--- config.mk ---
export PLATFORM = sky130hd
export DESIGN_NAME = uart_tx_arbiter
export DESIGN_NICKNAME = d
export VERILOG_FILES = /design/src/rtl/uart_tx_arbiter.sv
export SDC_FILE = /design/constraint.sdc
export NUM_CORES = 1
export LEC_CHECK = 0
export CORE_UTILIZATION = 60
export DETAILED_ROUTE_END_ITERATION = 6
export PLACE_DENSITY = 0.85
export RECOVER_POWER = 50
export SLEW_MARGIN = 10
export SYNTH_ARGS = -nofsm -noshare
export SYNTH_HDL_FRONTEND = slang
export SYNTH_SLANG_ARGS = --single-unit
--- constraint.sdc ---
create_clock -name clk -period 6.4 [get_ports clk]
set_input_delay 0.96 -clock clk [delete_from_list [all_inputs] [get_ports clk]]
set_output_delay 0.96 -clock clk [all_outputs]
set_load 0.02 [all_outputs]
--- src/rtl/uart_tx_arbiter.sv ---
`default_nettype none
// ============================================================================
// uart_tx_arbiter - per-packet round-robin sharing of one UART transmitter
// Rev 1.0
// ============================================================================
module uart_tx_arbiter #(
    parameter int MAX_BURST    = 16,
    parameter int IDLE_TIMEOUT = 1024,
    parameter int CNT_WIDTH    = 16
) (
    input  logic       clk,
    input  logic       rst,
    input  logic [7:0] req0_data,
    input  logic       req0_valid,
    input  logic       req0_last,
    output logic       req0_ready,
    input  logic [7:0] req1_data,
    input  logic       req1_valid,
    input  logic       req1_last,
    output logic       req1_ready,
    output logic [7:0] tx_data,
    output logic       tx_valid,
    input  logic       tx_ready,
    output logic [1:0] grant,
    output logic       busy
);

    typedef enum logic [1:0] {
        ST_IDLE = 2'd0,
        ST_OWN0 = 2'd1,
        ST_OWN1 = 2'd2
    } state_t;

    localparam logic [CNT_WIDTH-1:0] c_max_burst    = CNT_WIDTH'(MAX_BURST);
    localparam logic [CNT_WIDTH-1:0] c_idle_timeout = CNT_WIDTH'(IDLE_TIMEOUT);

    state_t               r_state;
    logic                 r_rr;
    logic [1:0]           r_grant;
    logic [CNT_WIDTH-1:0] r_burst_cnt;
    logic [CNT_WIDTH-1:0] r_idle_cnt;

    logic                 w_owner_valid;
    logic                 w_owner_last;
    logic                 w_beat;
    logic [CNT_WIDTH-1:0] w_burst_next;
    logic [CNT_WIDTH-1:0] w_idle_next;
    logic                 w_rel_last;
    logic                 w_rel_burst;
    logic                 w_rel_idle;
    logic                 w_release;

    // Pass-through is blanked while rst is high so an in-flight byte is never accepted.
    always_comb begin
        tx_data    = 8'h00;
        tx_valid   = 1'b0;
        req0_ready = 1'b0;
        req1_ready = 1'b0;
        if (!rst) begin
            if (r_grant[0]) begin
                tx_data    = req0_data;
                tx_valid   = req0_valid;
                req0_ready = tx_ready;
            end else if (r_grant[1]) begin
                tx_data    = req1_data;
                tx_valid   = req1_valid;
                req1_ready = tx_ready;
            end
        end
    end

    assign grant = r_grant;
    assign busy  = |r_grant;

    assign w_owner_valid = (r_grant[0] & req0_valid) | (r_grant[1] & req1_valid);
    assign w_owner_last  = (r_grant[0] & req0_last)  | (r_grant[1] & req1_last);
    assign w_beat        = tx_valid & tx_ready;
    assign w_burst_next  = r_burst_cnt + 1'b1;
    assign w_idle_next   = r_idle_cnt + 1'b1;

    assign w_rel_last  = w_beat & w_owner_last;
    assign w_rel_burst = (MAX_BURST != 0) && w_beat && (w_burst_next == c_max_burst);
    assign w_rel_idle  = (IDLE_TIMEOUT != 0) && busy && !w_owner_valid
                         && (w_idle_next == c_idle_timeout);
    assign w_release   = w_rel_last | w_rel_burst | w_rel_idle;

    always_ff @(posedge clk) begin
        if (rst) begin
            r_state     <= ST_IDLE;
            r_rr        <= 1'b0;
            r_grant     <= 2'b00;
            r_burst_cnt <= '0;
            r_idle_cnt  <= '0;
        end else begin
            case (r_state)
                ST_IDLE: begin
                    if (req0_valid && (!req1_valid || !r_rr)) begin
                        r_state <= ST_OWN0;
                        r_grant <= 2'b01;
                    end else if (req1_valid) begin
                        r_state <= ST_OWN1;
                        r_grant <= 2'b10;
                    end
                end
                ST_OWN0, ST_OWN1: begin
                    if (w_release) begin
                        r_state     <= ST_IDLE;
                        r_grant     <= 2'b00;
                        r_rr        <= (r_state == ST_OWN0);
                        r_burst_cnt <= '0;
                        r_idle_cnt  <= '0;
                    end else begin
                        if (w_beat)
                            r_burst_cnt <= w_burst_next;
                        // A stalled owner with valid high is not idle.
                        if (w_beat || w_owner_valid)
                            r_idle_cnt <= '0;
                        else
                            r_idle_cnt <= w_idle_next;
                    end
                end
                default: begin
                    r_state <= ST_IDLE;
                    r_grant <= 2'b00;
                end
            endcase
        end
    end

endmodule
`default_nettype wire

==> impl_results.html <==
<table>
<tr><th>Metric</th><th>Value</th></tr>
<tr><th colspan="2">Run status</th></tr>
<tr><td>Result of the run</td><td>completed</td></tr>
<tr><th colspan="2">STA</th></tr>
<tr><td>Worst path setup slack after routing</td><td>2.290 ns</td></tr>
<tr><td>Number of failing setup endpoints in the final timing report</td><td>0</td></tr>
<tr><td>Setup repair after global routing missed its margin</td><td>no</td></tr>
<tr><td>Worst Skew</td><td>0.004237 ns</td></tr>
<tr><td>Total Negative Setup Slacks</td><td>0 ns</td></tr>
<tr><td>Relative slew slack</td><td>42.96%</td></tr>
<tr><td>Slew at the pin closest to its max-slew limit</td><td>0.8547 ns</td></tr>
<tr><td>Pins over their slew limit</td><td>0</td></tr>
<tr><td>Clock period minus worst slack</td><td>4.110 ns</td></tr>
<tr><td>Period utilisation layout</td><td>64.22%</td></tr>
<tr><td>Highest Clock Rate</td><td>243.3 MHz</td></tr>
<tr><td>Fin. Hold Viols</td><td>0</td></tr>
<tr><th colspan="2">Placed design</th></tr>
<tr><td>Count of buffers from port buffering</td><td>36</td></tr>
<tr><td>Gp weighted congestion</td><td>0.9091</td></tr>
<tr><td>Detailed-placement wirelength estimate</td><td>5.025 mm</td></tr>
<tr><td>Minimum setup slack after placement</td><td>2.376 ns</td></tr>
<tr><th colspan="2">Synthesis</th></tr>
<tr><td>Count of state elements after synthesis</td><td>35</td></tr>
<tr><td>Largest family of logic cells by synthesized area</td><td>simple AND/OR/NAND/NOR gates</td></tr>
<tr><td>Number of enable-type register cells in the synthesized netlist</td><td>0</td></tr>
<tr><td>Number of instances in the synthesized netlist</td><td>379</td></tr>
<tr><td>Prevailing post-synth register cell</td><td>sky130_fd_sc_hd__dfxtp_1</td></tr>
<tr><td>Ys async rst share</td><td>0%</td></tr>
<tr><td>Post-Synth XOR/XNOR Area</td><td>2.842%</td></tr>
<tr><td>Sequential-to-total area share from yosys stat</td><td>25.26%</td></tr>
<tr><td>Fraction of synthesized area in multiplexers</td><td>1.128%</td></tr>
<tr><td>Post-Syn Nets</td><td>408</td></tr>
<tr><td>Cell type contributing the most total cell area after synthesis</td><td>sky130_fd_sc_hd__dfxtp_1</td></tr>
<tr><td>Cell types with the largest area share after synthesis</td><td>sky130_fd_sc_hd__dfxtp_1 25%, sky130_fd_sc_hd__nand2_1 5.5%, sky130_fd_sc_hd__nand3_1 4.3%</td></tr>
<tr><td>Syn_area_per_cell</td><td>7.319 um^2</td></tr>
<tr><td>Compound-Gate Fraction of Synth Area</td><td>27.60%</td></tr>
<tr><td>Number of warnings reported in the yosys synthesis log</td><td>0</td></tr>
<tr><td>Post-synthesis instance area</td><td>2774 um^2</td></tr>
<tr><td>Post-synthesis adder-cell area fraction</td><td>2.706%</td></tr>
<tr><td>Portion of synthesized cell area occupied by the leading cell type</td><td>25.26%</td></tr>
<tr><td>Number of different library cells in the post-synthesis netlist</td><td>59</td></tr>
<tr><td>Share of synthesized cell area in and, or, nand and nor gates</td><td>33.20%</td></tr>
<tr><th colspan="2">Clock tree</th></tr>
<tr><td>CTS sink count</td><td>35</td></tr>
<tr><td>CTS tree</td><td>yes</td></tr>
<tr><td>Max Root-Sink Buffers</td><td>2</td></tr>
<tr><td>CTS Hold Buffers Added</td><td>0</td></tr>
<tr><td>Post-CTS setup buffer count</td><td>0</td></tr>
<tr><td>Number of gates resized after CTS</td><td>0</td></tr>
<tr><td>Number of H-tree levels</td><td>2</td></tr>
<tr><td>Clock transition at the registers of the reported paths</td><td>0.07 ns</td></tr>
<tr><td>CTS Root Buffer Type</td><td>sky130_fd_sc_hd__clkbuf_8</td></tr>
<tr><td>Insertion delay of the later-clocked pin in the worst-skew pair</td><td>0.29 ns</td></tr>
<tr><td>Inserted Clock Buffers</td><td>5</td></tr>
<tr><th colspan="2">Cells and area</th></tr>
<tr><td>Count of inserted antenna diode cells</td><td>0</td></tr>
<tr><td>Fraction of final layout cells sized beyond drive strength 1</td><td>6.045%</td></tr>
<tr><td># nets final</td><td>425</td></tr>
<tr><td>Area overhead of the layout relative to synthesis</td><td>14.21%</td></tr>
<tr><th colspan="2">Critical path</th></tr>
<tr><td>Crit end category</td><td>output pin</td></tr>
<tr><td>Total stage count of the critical path</td><td>5</td></tr>
<tr><td>Buffering stage count on the worst path with inverters included</td><td>4</td></tr>
<tr><td>Worst path top cell family by delay</td><td>buffers and inverters</td></tr>
<tr><td>Depth of the worst register-to-register path</td><td>8</td></tr>
<tr><td>Critical path origin</td><td>rst</td></tr>
<tr><td>Largest fanout on the critical path</td><td>48</td></tr>
<tr><td>Worst path required time</td><td>5.44 ns</td></tr>
<tr><td>Worst reg2reg startpoint</td><td>r_idle_cnt[0]$_SDFFE_PP0N_</td></tr>
<tr><td>Worst path slowest cell</td><td>sky130_fd_sc_hd__clkdlybuf4s50_1</td></tr>
<tr><td>CP peak stage delay</td><td>0.54 ns</td></tr>
<tr><td>Series of cell instances along the critical path</td><td>dlygate4sd3_1 -&gt; buf_4 -&gt; inv_1 -&gt; and3_1 -&gt; clkdlybuf4s50_1</td></tr>
<tr><td>Worst reg2reg setup slack</td><td>2.83 ns</td></tr>
<tr><td>Startpoint types</td><td>input port</td></tr>
<tr><td>Setup CP Type</td><td>in2out</td></tr>
<tr><td>Data arrival time of the critical path</td><td>3.15 ns</td></tr>
<tr><th colspan="2">Worst hold path</th></tr>
<tr><td>Instance count along the most critical hold path</td><td>2</td></tr>
<tr><td>Worst hold path class</td><td>reg2reg</td></tr>
<tr><td>Beginning of the worst hold path</td><td>r_burst_cnt[15]$_SDFFE_PP0P_</td></tr>
<tr><th colspan="2">Flow run</th></tr>
<tr><td>Total of max-cap violations</td><td>0</td></tr>
<tr><th colspan="2">Power</th></tr>
<tr><td>Static power due to leakage</td><td>1.037 nW</td></tr>
<tr><td>Power density relative to cell area</td><td>229.8 nW/um^2</td></tr>
<tr><td>Worst IR Drop VDD</td><td>0.0001892 V</td></tr>
<tr><th colspan="2">Die</th></tr>
<tr><td>Die outline height</td><td>70.00 um</td></tr>
<tr><td>Effective utilization at floorplan</td><td>63.27%</td></tr>
<tr><td>Horizontal die dimension</td><td>70.00 um</td></tr>
<tr><td>Number of primary I/O pins</td><td>37</td></tr>
<tr><td>Area of the die</td><td>4899 um^2</td></tr>
<tr><td>Count of standard-cell rows</td><td>24</td></tr>
<tr><td>Core Area</td><td>4384 um^2</td></tr>
<tr><th colspan="2">Route</th></tr>
<tr><td>Routed length per placed instance</td><td>16.25 um</td></tr>
<tr><td>Number of DRC markers in iteration 0</td><td>242</td></tr>
<tr><td>Via Count</td><td>2,979</td></tr>
<tr><td>Via count normalized by instance count</td><td>6.635</td></tr>
<tr><td>Routed WL</td><td>7.297 mm</td></tr>
<tr><td>Detailed-router iteration count before antenna repair</td><td>5</td></tr>
<tr><td>Antenna-violating nets left</td><td>0</td></tr>
<tr><td>DRC errors left</td><td>0</td></tr>
<tr><th colspan="2">GRT</th></tr>
<tr><td>Antenna violations before repair</td><td>0</td></tr>
<tr><td>Number of global-route vias before repair</td><td>2,798</td></tr>
<tr><td>First-pass GRT wire length</td><td>12.72 mm</td></tr>
<tr><td>Overflow left after global routing</td><td>0</td></tr>
<tr><td>GRT Total Usage</td><td>31.01%</td></tr>
<tr><td>Maximum number of pins on one net before global-route repair</td><td>49</td></tr>
</table>
worst paths after layout:
check	to
setup / recovery	req0_ready
hold / removal	r_burst_cnt[15]$_SDFFE_PP0P_
setup reg to reg	r_idle_cnt[6]$_SDFFE_PP0N_
hold reg to reg	r_burst_cnt[15]$_SDFFE_PP0P_
final cells by class:
class | instances | area (um^2)
inverters | 19 | 71.32
flip-flops and latches | 35 | 700.7
fillers | 369 | 1216
repair buffers | 39 | 382.9
well taps | 52 | 65.06
multi-input cells | 296 | 1848
clock buffers | 8 | 100.1
stage by stage:
stage	hold slack, ns	cells	total power [mW]	util (%)	cell area, um^2
global route	0.5128	449	0.7688	72.26	3168
detailed placement	0.4741	441	0.5545	70.52	3092
floorplan	0.4382	379	0.4521	-	2774
finish	0.4946	449	0.7280	72.26	3168
CTS	0.4845	449	0.7313	72.80	3192
global placement	0.4608	441	0.5456	70.52	3092
worst min-delay path: stages, from the launching register on:
cell	delay, ns
sky130_fd_sc_hd__dfxtp_1	0.32
sky130_fd_sc_hd__o21ai_0	0.07
sky130_fd_sc_hd__a21oi_1	0.06
report_power, final:
group | total (mW) | leakage (nW) | switching (mW) | internal, mW
Combinational | 0.293 | 0.704 | 0.187 | 0.106
Sequential | 0.253 | 0.282 | 0.0256 | 0.228
Clock | 0.182 | 0.0515 | 0.0832 | 0.0983
Total | 0.728 | 1.04 | 0.296 | 0.432
sequential cells by signal, summed over array words and instances, names as in the netlist:
| name | flops |
|---|---|
| r_rr | 1 |
| grant | 2 |
| r_burst_cnt | 16 |
| r_idle_cnt | 16 |
routing by layer:
metal | share of wire [%] | vias up | global-route usage [%]
li1 | - | 1454 | -
met1 | 44 | 1369 | 41.27
met2 | 47 | 149 | 51.28
met3 | 8.3 | 7 | 6.205
met4 | 0.81 | 0 | 7.778
met5 | 0 | - | 0
cells in the mapped netlist (4+ instances only):
cell type / n
sky130_fd_sc_hd__a21oi_1: 13
sky130_fd_sc_hd__clkbuf_1: 17
sky130_fd_sc_hd__or3_1: 8
sky130_fd_sc_hd__a22oi_1: 9
sky130_fd_sc_hd__ha_1: 6
sky130_fd_sc_hd__and3_1: 8
sky130_fd_sc_hd__o31ai_1: 6
sky130_fd_sc_hd__nor3_1: 23
sky130_fd_sc_hd__nor2_1: 27
sky130_fd_sc_hd__nor4_2: 4
sky130_fd_sc_hd__buf_2: 11
sky130_fd_sc_hd__and2_1: 5
sky130_fd_sc_hd__nand4_1: 16
sky130_fd_sc_hd__nand2_1: 41
sky130_fd_sc_hd__o21ai_1: 7
sky130_fd_sc_hd__o32ai_1: 6
sky130_fd_sc_hd__xor2_1: 6
sky130_fd_sc_hd__dfxtp_1: 35
sky130_fd_sc_hd__nand3_1: 24
sky130_fd_sc_hd__a31oi_1: 16
sky130_fd_sc_hd__inv_1: 19
sky130_fd_sc_hd__o21ai_0: 16
cells by family (layout without fill, tap and decap cells):
group,Yosys count,count (layout)
DFF,35,35
xor gates and xnor gates,9,9
buffers and inverters,48,66
adders and majority gates,6,6
and+or+nand+nor,175,175
muxes,3,3
AOI/OAI and AO/OA,103,103
layout by cell type (no fill, tap or decap), types with 7 or more instances in the layout:
cell type and n:
sky130_fd_sc_hd__a31oi_1 16, sky130_fd_sc_hd__nand4_1 16, sky130_fd_sc_hd__a21oi_1 13, sky130_fd_sc_hd__nand2_1 41
sky130_fd_sc_hd__o21ai_1 7, sky130_fd_sc_hd__or3_1 8, sky130_fd_sc_hd__inv_1 19, sky130_fd_sc_hd__nor2_1 27
sky130_fd_sc_hd__clkbuf_8 7, sky130_fd_sc_hd__nand3_1 25, sky130_fd_sc_hd__clkdlybuf4s50_1 32, sky130_fd_sc_hd__o21ai_0 16
sky130_fd_sc_hd__a22oi_1 9, sky130_fd_sc_hd__dfxtp_1 35, sky130_fd_sc_hd__and3_1 8, sky130_fd_sc_hd__nor3_1 23
Power figures use the tool's default switching activity.
